### src/rtl/core_pkg.sv
// Shared encodings for the RV32I multi-cycle sequencer: FSM states,
// PC source select codes and trap cause codes.
package core_pkg;

    typedef enum logic [2:0] {
        ST_IDLE   = 3'b000,
        ST_FETCH  = 3'b001,
        ST_DECODE = 3'b010,
        ST_EXEC   = 3'b011,
        ST_MEM    = 3'b100,
        ST_WB     = 3'b101,
        ST_TRAP   = 3'b110
    } state_e;

    localparam logic [1:0] PC_SRC_SEQ = 2'b00;
    localparam logic [1:0] PC_SRC_IMM = 2'b01;
    localparam logic [1:0] PC_SRC_ALU = 2'b10;

    localparam logic [1:0] CAUSE_NONE        = 2'b00;
    localparam logic [1:0] CAUSE_ILLEGAL     = 2'b01;
    localparam logic [1:0] CAUSE_MEM_TIMEOUT = 2'b10;

    // JALR target comes from the ALU; JAL and taken branches use PC+imm.
    function automatic logic [1:0] pc_select(input logic jump, input logic jalr,
                                             input logic branch, input logic taken);
        if (jump && jalr) return PC_SRC_ALU;
        if (jump || (branch && taken)) return PC_SRC_IMM;
        return PC_SRC_SEQ;
    endfunction

endpackage

### src/rtl/mem_wait_timer.sv
// Wait-state timer for the shared memory port: counts stalled cycles and
// flags the cycle in which the stall count reaches MEM_TIMEOUT.
module mem_wait_timer
    import core_pkg::*;
#(
    parameter int TMR_W       = 4,
    parameter int MEM_TIMEOUT = 15
) (
    input  logic clk,
    input  logic rst_n,
    input  logic clear_i,
    input  logic count_i,
    output logic expired_o
);

    localparam logic [TMR_W:0] LIMIT = (TMR_W + 1)'(MEM_TIMEOUT);

    logic [TMR_W-1:0] cnt_q, cnt_d;
    logic [TMR_W:0]   cnt_inc;

    assign cnt_inc = {1'b0, cnt_q} + (TMR_W + 1)'(1);

    // Expires in the stalled cycle that would bring the count to the limit,
    // so a ready arriving in that same cycle still wins.
    assign expired_o = (MEM_TIMEOUT != 0) && count_i && (cnt_inc == LIMIT);

    always_comb begin
        cnt_d = cnt_q;
        if (clear_i) begin
            cnt_d = '0;
        end else if (count_i) begin
            cnt_d = cnt_q + TMR_W'(1);
        end
    end

    always_ff @(posedge clk or negedge rst_n) begin
        if (!rst_n) begin
            cnt_q <= '0;
        end else begin
            cnt_q <= cnt_d;
        end
    end

endmodule

### src/rtl/core_sequencer.sv
// Multi-cycle RV32I sequencer: walks each instruction through fetch, decode,
// execute, memory and writeback over one shared memory port.
//
// state  | meaning
// IDLE   | halted, waiting for en
// FETCH  | instruction read at PC, IR loads on mem_ready
// DECODE | illegal opcode check
// EXEC   | ALU cycle, chooses MEM or WB
// MEM    | data read/write at ALU result, MDR loads on ready for loads
// WB     | register/PC update, instruction retires
// TRAP   | sticky fault, only reset leaves
module core_sequencer
    import core_pkg::*;
#(
    parameter int CNT_W       = 32,
    parameter int MEM_TIMEOUT = 15,
    parameter int TMR_W       = 4
) (
    input  logic             clk,
    input  logic             rst_n,
    input  logic             en,
    input  logic             MemRead,
    input  logic             MemWrite,
    input  logic             RegWrite,
    input  logic             Branch,
    input  logic             Jump,
    input  logic             is_jalr,
    input  logic             illegal,
    input  logic             branch_taken,
    input  logic             mem_ready,
    output logic             mem_req,
    output logic             mem_we,
    output logic             mem_addr_sel,
    output logic             ir_we,
    output logic             mdr_we,
    output logic             reg_we,
    output logic             pc_we,
    output logic [1:0]       pc_src,
    output logic [2:0]       state_o,
    output logic             trap,
    output logic [1:0]       trap_cause,
    output logic [CNT_W-1:0] retired
);

    state_e           state_q, state_d;
    logic [1:0]       cause_q, cause_d;
    logic [CNT_W-1:0] retired_q, retired_d;
    logic             waiting;
    logic             tmr_clear;
    logic             tmr_expired;

    assign waiting   = ((state_q == ST_FETCH) || (state_q == ST_MEM)) && !mem_ready;
    assign tmr_clear = mem_ready || (state_d != state_q);

    mem_wait_timer #(
        .TMR_W       (TMR_W),
        .MEM_TIMEOUT (MEM_TIMEOUT)
    ) u_timer (
        .clk       (clk),
        .rst_n     (rst_n),
        .clear_i   (tmr_clear),
        .count_i   (waiting),
        .expired_o (tmr_expired)
    );

    always_ff @(posedge clk or negedge rst_n) begin
        if (!rst_n) begin
            state_q <= ST_IDLE;
        end else begin
            state_q <= state_d;
        end
    end

    always_ff @(posedge clk or negedge rst_n) begin
        if (!rst_n) begin
            cause_q   <= CAUSE_NONE;
            retired_q <= '0;
        end else begin
            cause_q   <= cause_d;
            retired_q <= retired_d;
        end
    end

    always_comb begin
        state_d   = state_q;
        cause_d   = cause_q;
        retired_d = retired_q;
        case (state_q)
            ST_IDLE: begin
                if (en) state_d = ST_FETCH;
            end
            ST_FETCH: begin
                if (mem_ready) begin
                    state_d = ST_DECODE;
                end else if (tmr_expired) begin
                    state_d = ST_TRAP;
                    cause_d = CAUSE_MEM_TIMEOUT;
                end
            end
            ST_DECODE: begin
                if (illegal) begin
                    state_d = ST_TRAP;
                    cause_d = CAUSE_ILLEGAL;
                end else begin
                    state_d = ST_EXEC;
                end
            end
            ST_EXEC: begin
                state_d = (MemRead || MemWrite) ? ST_MEM : ST_WB;
            end
            ST_MEM: begin
                if (mem_ready) begin
                    state_d = ST_WB;
                end else if (tmr_expired) begin
                    state_d = ST_TRAP;
                    cause_d = CAUSE_MEM_TIMEOUT;
                end
            end
            ST_WB: begin
                retired_d = retired_q + CNT_W'(1);
                state_d   = en ? ST_FETCH : ST_IDLE;
            end
            ST_TRAP: begin
                state_d = ST_TRAP;
            end
            default: begin
                state_d = ST_IDLE;
            end
        endcase
    end

    always_comb begin
        mem_req      = 1'b0;
        mem_we       = 1'b0;
        mem_addr_sel = 1'b0;
        ir_we        = 1'b0;
        mdr_we       = 1'b0;
        reg_we       = 1'b0;
        pc_we        = 1'b0;
        pc_src       = PC_SRC_SEQ;
        case (state_q)
            ST_FETCH: begin
                mem_req = 1'b1;
                ir_we   = mem_ready;
            end
            ST_MEM: begin
                mem_req      = 1'b1;
                mem_addr_sel = 1'b1;
                mem_we       = MemWrite;
                mdr_we       = MemRead && mem_ready;
            end
            ST_WB: begin
                reg_we = RegWrite;
                pc_we  = 1'b1;
                pc_src = pc_select(Jump, is_jalr, Branch, branch_taken);
            end
            default: ;
        endcase
    end

    assign state_o    = state_q;
    assign trap       = (state_q == ST_TRAP);
    assign trap_cause = cause_q;
    assign retired    = retired_q;

endmodule

### config.mk
export PLATFORM = sky130hd
export DESIGN_NAME = core_sequencer
export DESIGN_NICKNAME = d
export VERILOG_FILES = /design/src/rtl/core_pkg.sv /design/src/rtl/mem_wait_timer.sv /design/src/rtl/core_sequencer.sv
export SDC_FILE = /design/constraint.sdc
export NUM_CORES = 1
export LEC_CHECK = 0
export ABC_CLOCK_PERIOD_IN_PS = 3700
export BUFFER_PORTS_ARGS = -buffer_cell sky130_fd_sc_hd__clkbuf_2
export CORE_AREA = 2 2 115 84
export DETAILED_ROUTE_END_ITERATION = 8
export DIE_AREA = 0 0 117 86
export HOLD_SLACK_MARGIN = 0.06
export PLACE_DENSITY = 0.47
export REMOVE_ABC_BUFFERS = 1
export SKIP_CTS_REPAIR_TIMING = 1
export SLEW_MARGIN = 5
export SYNTH_ARGS = -nofsm -noshare
export SYNTH_HDL_FRONTEND = slang
export SYNTH_SLANG_ARGS = --single-unit
### constraint.sdc
create_clock -name clk -period 3.7 [get_ports clk]
set_clock_uncertainty 0.05 [all_clocks]
set_input_delay 0.555 -clock clk [delete_from_list [all_inputs] [get_ports clk]]
set_output_delay 0.555 -clock clk [all_outputs]
set_load 0.02 [all_outputs]
Word level (Yosys, flattened, before mapping)
Index checks and enable logic that the tools add are counted.
{ "word_totals": {"reg_bits": 41, "inputBits": 12, "out_inout_bits": 47, "wordCells": 64} }
{ "classes": {"n_eq_ne": 11, "reduce_logical": 15, "addsub": 3, "n_mux": 31} }
{ "ops": {"columns": ["operator", "n"], "rows": [
  ["$add 32x1->32 const B", 1],
  ["$pmux 3 s7", 1],
  ["$mux 2", 8],
  ["$mux 3", 5],
  ["$mux 1", 14],
  ["$eq 3x3->1 const B", 3],
  ["$mux 4", 2],
  ["$eq 3x2->1 const B", 2],
  ["$add 4x1->5 const B", 1],
  ["$eq 5x4->1 const B", 1],
  ["$logic_and 1x1->1", 5],
  ["$add 4x1->4 const B", 1],
  ["$logic_or 1x1->1", 4],
  ["$ne 2x2->1 const B", 2],
  ["$pmux 2 s2", 1],
  ["$reduce_and 4->1", 1],
  ["$reduce_bool 2->1", 2],
  ["$eq 3x1->1 const B", 1],
  ["$logic_not 3->1", 1],
  ["$ne 3x3->1", 1],
  ["$ne 2x1->1 const B", 1],
  ["$reduce_or 2->1", 1],
  ["$logic_not 1->1", 1]
]} }

Longest topological paths before layout
Gate-level depths: netlist (run 1).
{ "depth": {"depth_word": 10, "mapped_depth": 6, "depth_no_buf": 6} }

Modules after synthesis
A second synthesis (run 1) with hierarchy kept.
{ "hier_totals": {"hier_cells": 205, "hier_area_um2": 2130.8} }
{ "modules_own_cells": {"columns": ["mod", "seq_area_each_um2", "cells_each", "n_inst", "area_per_inst_um2"], "rows": [
  ["core_sequencer", 925.9, 180, 1, 1893.1],
  ["mem_wait_timer", 100.1, 25, 1, 237.7]
]} }

Worst setup path after synthesis (run 1)
OpenSTA, ideal clock, no wires.
{ "synth_path": {"path_kind": "flip-flop to output port", "start": "register state_q[2] (netlist: state_o[2])", "end": "output mdr_we", "n_path_buf": 1, "path_stages_with_launch": 5, "required_time_ns": 3.095, "path_slack_ns": 1.397, "arrival_ns": 1.698, "cell_sequence": "dfrtp_1 > buf_2 > inv_1 > nor3_1 > and3_1"} }
{ "synth_via": {"elab_chain_len": 2} }
{ "synth_lines": {"columns": ["element", "line", "text"], "rows": [
  ["from (decl)", "core_sequencer.sv:45", "state_e state_q, state_d;"],
  ["from (signal assigned)", "core_sequencer.sv:70", "state_q <= state_d;"],
  ["$eq 3x3->1", "core_sequencer.sv:141", "case (state_q)"],
  ["$mux 1", "core_sequencer.sv:141", null],
  ["to (decl)", "core_sequencer.sv:35", "output logic mdr_we,"]
]} }
Every way passes these cells.

Final worst setup path (run 1)
{ "layout_path": {"start": "register state_q[0] (netlist: state_o[0])", "end": "output pc_src[1]"} }
{ "layout_via": {"elab_chain_len": 2} }
{ "layout_lines": {"columns": ["element", "line", "text"], "rows": [
  ["$eq 3x3->1", "core_sequencer.sv:141", null],
  ["$mux 2", "core_sequencer.sv:141", null],
  ["to (decl)", "core_sequencer.sv:38", "output logic [1:0] pc_src,"]
]} }
Every way passes these cells.

==> results of run 1 <==
## flip-flops by register name, summed over array words and instances (netlist names)
register and count:
retired 32, u_timer.cnt_q 4, state_o 3, trap_cause 2
## worst reg2reg max path: cells and delay by family (launching register included)
family | cells | cell delay [ns]
xor+xnor | 1 | 0.14
simple gates | 3 | 1.21
flops | 1 | 0.64
## logic make-up (layout without fill, tap and decap cells)
group,after synthesis,in the layout,synth area share
simple gates,105,105,0.268
flops,41,41,0.470
xor+xnor,35,35,0.144
compound gates,16,16,0.0510
buf+inv,15,74,0.0304
mux,4,4,0.0195
fa+ha+maj,3,3,0.0172
## final cells by class
| class | count | share of cell area |
|---|---|---|
| Multi-Input combinational cell | 163 | 0.398 |
| Timing Repair Buffer | 59 | 0.109 |
| Inverter | 8 | 0.0109 |
| Sequential cell | 41 | 0.374 |
| Clock buffer | 7 | 0.0520 |
| Tap cell | 124 | 0.0566 |
## worst paths after layout
check,from,to,slack (ns)
worst max-delay path,state_o[0],pc_src[1],1.21
worst min-delay path,rst_n,retired[22],0.29
worst max register to register,state_o[0],retired[30],1.55
worst min register to register,trap_cause[1],trap_cause[1],0.44
max in group asynchronous,rst_n,retired[15],2.93
min in group clk,trap_cause[1],trap_cause[1],0.44
## layer usage
metal | global-route usage | wire length, um | up-vias
met1 | 0.181 | 2930 | 806
met5 | 0 | 0 | -
li1 | - | - | 883
met2 | 0.146 | 2160 | 33
met3 | 0.0346 | 292 | 5
met4 | 0.0417 | 64 | 0
## through the flow
step	power, mW	hold WS [ns]
2_1_floorplan	0.881	0.209
4_1_cts	1.49	0.320
5_1_grt	1.55	0.342
3_3_place_gp	1.04	0.423
3_5_place_dp	1.04	0.427
6_report	1.47	0.292
## layout by cell type, fill, tap and decap left out, types with 2 or more instances in the layout
cell type	n
clkbuf_2	58
dfrtp_1	41
xnor2_1	17
nand2_1	17
xor2_1	17
nor3_1	14
nand3_1	14
nor2_1	11
and3_1	9
inv_1	8
and2_1	7
nand4_1	7
nor4_1	7
nand2b_1	6
clkbuf_16	5
a21oi_1	4
o21ai_0	3
ha_1	3
mux2i_1	2
o211ai_1	2
mux2_2	2
## report_power, final
| group | switching (mW) | internal [mW] | total (mW) |
|---|---|---|---|
| clock | 0.172 | 0.265 | 0.437 |
| combinational | 0.264 | 0.168 | 0.432 |
| sequential | 0.103 | 0.495 | 0.598 |
==> impl_metrics.json, run 1 <==
{
  "grt-ovfl-total": 0,
  "slowest_delay_ns": 0.64,
  "drtPass1Iterations": 4,
  "status": "completed",
  "period_share": 0.672,
  "fin_util": 0.309,
  "layout_min_cycle_time_ns": 2.49,
  "cts-root-buf": "clkbuf_16",
  "fin_setup_tns_ns": 0,
  "gp_congestion": 0.765,
  "detail_route.wl_per_cell_um": 13.6,
  "antenna_found_initial": 0,
  "fill_cells": 957,
  "num_vias": 1727,
  "rsz0062_at_grt": "false",
  "fin_ws_ns": 1.21,
  "io_pins": 59,
  "synth_seq_cells": 41,
  "port_buffers": 58,
  "startpoint_type": "register",
  "fmax_ghz": 0.402,
  "synthTopCellsByArea": "dfrtp_1 (47%), xnor2_1 (6.8%), xor2_1 (6.8%)",
  "post-route-drc-count": 0,
  "dieArea_um2": 10100,
  "cp_num_buf_inv": 1,
  "postLayoutCellArea_um2": 2740,
  "fin_nets": 293,
  "syn_area_per_cell_um2": 9.97,
  "cp.required_ns": 3.09,
  "cts_made_buffers": 5,
  "crit_family": "simple AND/OR/NAND/NOR gates",
  "stdcell_count": 402,
  "syn_to_final_growth_pct": 25.6,
  "viasPerCell": 4.30,
  "synth_area_um2": 2180,
  "grt_pass1_wl_um": 8870,
  "die_x_um": 117,
  "row_count": 29,
  "start_util": 0.246,
  "cts.sinks": 41,
  "yosysMostFrequentCell": "dfrtp_1",
  "async_flop_share": 1.00,
  "slowest_stage": "dfrtp_1",
  "coreArea_um2": 8890,
  "grt_max_degree": 42,
  "hold_viol": 0,
  "synth.largest_area_cell": "dfrtp_1",
  "synthDistinctLibCells": 43,
  "htree_levels": 2,
  "clock_latency_ns": 0.28,
  "clk_pin_slew_ns": 0.06,
  "cts_tree": "yes",
  "finalMaxSlewViolations": 0,
  "dp_slack_ns": 1.47,
  "power.leakage_nw": 1.37,
  "setup_viol": 0,
  "synth-edff-count": 0,
  "yosys-top-cells-count": "dfrtp_1 (41), nand2_1 (17), xnor2_1 (17), xor2_1 (17)",
  "netlist.area_leader.share": 0.470,
  "power.density_nw_per_um2": 535,
  "worst_slew_pin_slew_ns": 0.547,
  "diodes": 0,
  "setup.worst_path.end_class": "output pin",
  "cp.depth": 4,
  "crit_type": "register to output pin",
  "hp-class": "input pin to asynchronous set/reset pin",
  "cp_max_fo": 16,
  "seq_area_frac_synth": 0.470,
  "totalWireLength_um": 5450,
  "grt.total_usage": 0.116,
  "drive_above_1_share": 0.266,
  "synth_flop_cell": "dfrtp_1",
  "netlist_instances": 219,
  "dieHeight_um": 86,
  "dpl.cell_count": 395,
  "clk_path_buf_depth": 2,
  "maxCapViolations": 0,
  "arrival_ns": 1.88,
  "ir_worst_vdd_mv": 0.212,
  "final-seq-area_um2": 1030,
  "dp_hpwl_um": 3990,
  "ff2ff_path_depth": 4,
  "placed_cell_area_um2": 2600,
  "grt_pass1_vias": 1670,
  "antenna_left": 0,
  "drt_iter0_drc": 77,
  "slew_headroom": 0.635,
  "yosysWarningCount": 0,
  "multi_input_area_um2": 1090,
  "crit_chain": "nand2b_1 -> nor2_1 -> and3_1 -> clkbuf_2"
}
Power figures use the tool's default switching activity.
==> run 2, diff against run 1 <==
Settings changed: ABC_CLOCK_PERIOD_IN_PS 3700 to 2430.
Clock period 3.7 ns to 2.43 ns, I/O delays scaled along.
==> run 2 against run 1 <==
  * Clock power up 76%
  * Critical path depth grew 2
  * Global-route usage increased by 0.11 points
  * Cell count rose by 1.7%
  * Sequential power up 41%
  * Flip-flop and latch count unchanged
  * First-iteration DRC count decreased by 1.3%
  * Via count up 3.3%
==> impl_metrics.json, run 2 (synthesis gave the netlist of run 1 again) <==
{
  "status": "completed",
  "fin_nets": 299,
  "cp.required_ns": 2.02,
  "startpoint_type": "register",
  "drt_iter0_drc": 76,
  "viasPerCell": 4.36,
  "clk_path_buf_depth": 2,
  "arrival_ns": 1.72,
  "syn_to_final_growth_pct": 29.1,
  "setup_viol": 0,
  "fmax_ghz": 0.468,
  "drive_above_1_share": 0.284,
  "detail_route.wl_per_cell_um": 13.4,
  "cts-root-buf": "clkbuf_16",
  "ir_worst_vdd_mv": 0.498,
  "hold_viol": 0,
  "maxCapViolations": 0,
  "grt_max_degree": 42,
  "total_power_mw": 2.38,
  "placed_cell_area_um2": 2650,
  "port_buffers": 58,
  "cts.sinks": 41,
  "row_count": 29,
  "grt_pass1_vias": 1738,
  "power.leakage_nw": 1.42,
  "dieHeight_um": 86,
  "hp-class": "input pin to asynchronous set/reset pin",
  "post-route-drc-count": 0,
  "cts_tree": "yes",
  "htree_levels": 2,
  "fill_cells": 940,
  "num_vias": 1784,
  "antenna_found_initial": 0,
  "rsz0062_at_grt": "false",
  "gp_congestion": 0.795,
  "setup.worst_path.end_class": "output pin",
  "drtPass1Iterations": 4,
  "fin_setup_tns_ns": 0,
  "dieArea_um2": 10100,
  "antenna_left": 0,
  "worst_slew_pin_slew_ns": 0.533,
  "dp_hpwl_um": 4180,
  "diodes": 0,
  "multi_input_area_um2": 1090,
  "cp_max_fo": 8,
  "fin_util": 0.317,
  "postLayoutCellArea_um2": 2820,
  "clk_pin_slew_ns": 0.06,
  "period_share": 0.880,
  "totalWireLength_um": 5490,
  "mostFrequentLayoutCell": "clkbuf_2",
  "grt.total_usage": 0.117,
  "grt_pass1_wl_um": 9110,
  "power.density_nw_per_um2": 845,
  "start_util": 0.246,
  "cts_made_buffers": 5,
  "grt-ovfl-total": 0,
  "largest_reg_flops": 32,
  "crit_type": "register to output pin",
  "clock_latency_ns": 0.28,
  "coreArea_um2": 8890,
  "die_x_um": 117,
  "layout_common_cells": "clkbuf_2 (58), dfrtp_1 (41), xnor2_1 (17), nand2_1 (17), xor2_1 (17)",
  "slew_headroom": 0.644,
  "layout_min_cycle_time_ns": 2.14,
  "final-seq-area_um2": 1030,
  "finalMaxSlewViolations": 0,
  "io_pins": 59
}
[run 2: worst paths after layout]
kind                            start                to  slack, ns  cells after the start
hold / removal                  rst_n       retired[22]       0.09                      2
hold reg to reg            retired[5]        retired[5]       0.44                      1
max in group asynchronous       rst_n        retired[5]       1.86                      2
min in group clk            mem_ready  u_timer.cnt_q[1]       0.40                      2
setup / recovery           state_o[1]            reg_we       0.29                      6
setup reg to reg           state_o[1]       retired[30]       0.50                      4
[run 2: layer usage]
metal	share of wire	vias up	wire length [um]	global-route usage
li1	-	899	-	-
met1	0.54	842	2980	0.181
met2	0.40	38	2190	0.155
met3	0.051	5	278	0.0382
met4	0.0080	0	44	0.0257
met5	0	-	0	0
[run 2: worst max-delay path, stage by stage (launching register included)]
cell and delay, ns:
dfrtp_1 0.45, buf_4 0.19, nand2b_1 0.19, nor2_1 0.17, buf_4 0.16, and2_1 0.12
clkbuf_2 0.16
[run 2: report_power, final]
part,total [mW],internal [mW],switching [mW]
clock network,0.769,0.513,0.256
registers,0.844,0.755,0.0888
logic,0.769,0.290,0.480
total,2.38,1.56,0.824
[run 2: area by class of cell]
class | count | share of cell area
multi-input cells | 163 | 0.387
flip-flops and latches | 41 | 0.364
repair buffers | 65 | 0.122
well taps | 124 | 0.0551
clock buffers | 7 | 0.0506
clock inverters | 1 | 0.0107
inverters | 8 | 0.0107
[run 2: per-stage QoR]
| stage | hold WS, ns | instances | worst slack (ns) |
|---|---|---|---|
| 4_1_cts | 0.117 | 409 | 0.276 |
| 5_1_grt | 0.142 | 409 | 0.160 |
| 3_5_place_dp | 0.420 | 401 | 0.493 |
| 6_report | 0.0949 | 409 | 0.292 |
| 3_3_place_gp | 0.421 | 401 | 0.572 |
| 2_1_floorplan | 0.0189 | 212 | 0.337 |
==> run 3, diff against run 2 <==
Settings changed: GPL_TIMING_DRIVEN set to 0.
==> run 3 against run 2 <==
  * Critical path depth shrank 2
  * Sequential power increased by 7.8%
  * Largest power group unchanged
  * Utilization fell by 0.69 points
  * Global-route usage is essentially flat
  * Critical path type unchanged
  * First-iteration DRC count is 11% higher
==> impl_metrics.json, run 3 (synthesis gave the netlist of run 1 again) <==
{
  "coreArea_um2": 8890,
  "dieHeight_um": 86,
  "worst_slew_pin_slew_ns": 1.07,
  "diodes": 0,
  "clk_pin_slew_ns": 0.06,
  "cts_tree": "yes",
  "power.leakage_nw": 1.38,
  "drtPass1Iterations": 4,
  "hp-class": "input pin to asynchronous set/reset pin",
  "grt_use_met3": 0.0353,
  "r2r-start": "state_o[2]",
  "rsz0062_at_grt": "false",
  "gp_congestion": 0.722,
  "fin_util": 0.310,
  "cp.required_ns": 2.02,
  "row_count": 29,
  "ff2ff_setup_slack_ns": 0.27,
  "grt.total_usage": 0.117,
  "die_x_um": 117,
  "grt_max_degree": 42,
  "startpoint_type": "register",
  "io_pins": 59,
  "cts-root-buf": "clkbuf_16",
  "totalWireLength_um": 5390,
  "power.share.switching": 0.360,
  "arrival_ns": 1.79,
  "layout_min_cycle_time_ns": 2.20,
  "finalMaxSlewViolations": 0,
  "dieArea_um2": 10100,
  "clk_path_buf_depth": 2,
  "ir_worst_vdd_mv": 0.471,
  "syn_to_final_growth_pct": 26.2,
  "clock_latency_ns": 0.29,
  "final-seq-area_um2": 1030,
  "p_seq_frac": 0.391,
  "layout_common_cells": "clkbuf_2 (58), dfrtp_1 (40), xnor2_1 (17), nand2_1 (17), xor2_1 (17)",
  "rr_endpoint": "retired[31]",
  "cts.sinks": 41,
  "crit_type": "register to output pin",
  "detail_route.wl_per_cell_um": 13.4,
  "setup_viol": 0,
  "viasPerCell": 4.39,
  "num_vias": 1760,
  "power.switching_uw": 837,
  "post-route-drc-count": 0,
  "cp_max_fo": 16,
  "fill_cells": 954,
  "largest_reg_flops": 32,
  "status": "completed",
  "drt_iter0_drc": 84,
  "setup.worst_path.end_class": "output pin",
  "antenna_left": 0,
  "multi_input_area_um2": 1090,
  "fin_setup_tns_ns": 0,
  "fmax_ghz": 0.454,
  "antenna_found_initial": 0,
  "top_usage_layer": "met1",
  "ff2ff_path_depth": 4,
  "period_share": 0.906,
  "grt_use_met1": 0.185,
  "drive_above_1_share": 0.274,
  "dp_hpwl_um": 3950,
  "combPwrFrac": 0.284,
  "hold_viol": 0,
  "htree_levels": 2,
  "fin_nets": 292,
  "grt_pass1_wl_um": 8980,
  "cts_made_buffers": 5,
  "grt_pass1_vias": 1677,
  "use_met2": 0.147,
  "start_util": 0.246,
  "slew_headroom": 0.288,
  "power.density_nw_per_um2": 843,
  "internal_power_mw": 1.49,
  "maxCapViolations": 0,
  "whs_ns": 0.211,
  "mostFrequentLayoutCell": "clkbuf_2",
  "pwr-share-clk": 0.325,
  "grt-ovfl-total": 0,
  "port_buffers": 58
}
-- run 3: cell types whose count changed in the layout (fill, tap and decap cells not counted) --
cell | before | now
buf_4 | 7 | 0
clkbuf_1 | 1 | 0
clkbuf_8 | 1 | 0
clkinv_2 | 0 | 1
dfrtp_1 | 41 | 40
dfrtp_2 | 0 | 1
nor2_1 | 11 | 10
nor2_2 | 0 | 1
-- run 3: metrics by stage --
step                worst slack [ns]  power [mW]  cells  area (um^2)
CTS                           0.0544        2.35    401         2750
floorplan                      0.337        1.34    212         2150
finish                         0.228        2.32    401         2760
detailed placement             0.238        1.58    394         2590
global placement               0.213        1.58    394         2590
global route                  0.0617        2.48    401         2760
-- run 3: cell type report --
cell class                      count  share of cell area
Clock inverter                      2              0.0127
Clock buffer                        5              0.0454
Inverter                            8              0.0109
Tap cell                          124              0.0563
Sequential cell                    41               0.373
Timing Repair Buffer               58               0.105
Multi-Input combinational cell    163               0.397
-- run 3: worst max-delay path, cell delays in order (launching register included) --
cell and delay [ns]:
dfrtp_1 0.64, inv_1 0.19, nor2_2 0.31, and3_1 0.20
clkbuf_2 0.16
-- run 3: worst max-delay path by stage --
stage                          start     endpoint  slack, ns
after floorplan           state_o[2]       mdr_we       0.34
after detailed placement  state_o[0]  retired[31]       0.24
after CTS                 state_o[0]    pc_src[1]       0.05
after global routing      state_o[2]  retired[31]       0.06
after global placement    state_o[0]  retired[31]       0.21
final                     state_o[2]    pc_src[1]       0.23
-- run 3: layer usage --
metal  wire, um  vias to the layer above
li1           -                      888
met1       2970                      827
met2       2110                       39
met3        260                        6
met4         51                        0
met5          0                        -
-- run 3: power by group through the flow --
| stage | clock [mW] | sequential, mW | combinational (mW) |
|---|---|---|---|
| floorplan | 0 | 0.952 | 0.389 |
| global placement | 0 | 0.918 | 0.658 |
| detailed placement | 0 | 0.917 | 0.661 |
| CTS | 0.783 | 0.905 | 0.663 |
| global route | 0.814 | 0.938 | 0.728 |
| finish | 0.756 | 0.910 | 0.659 |
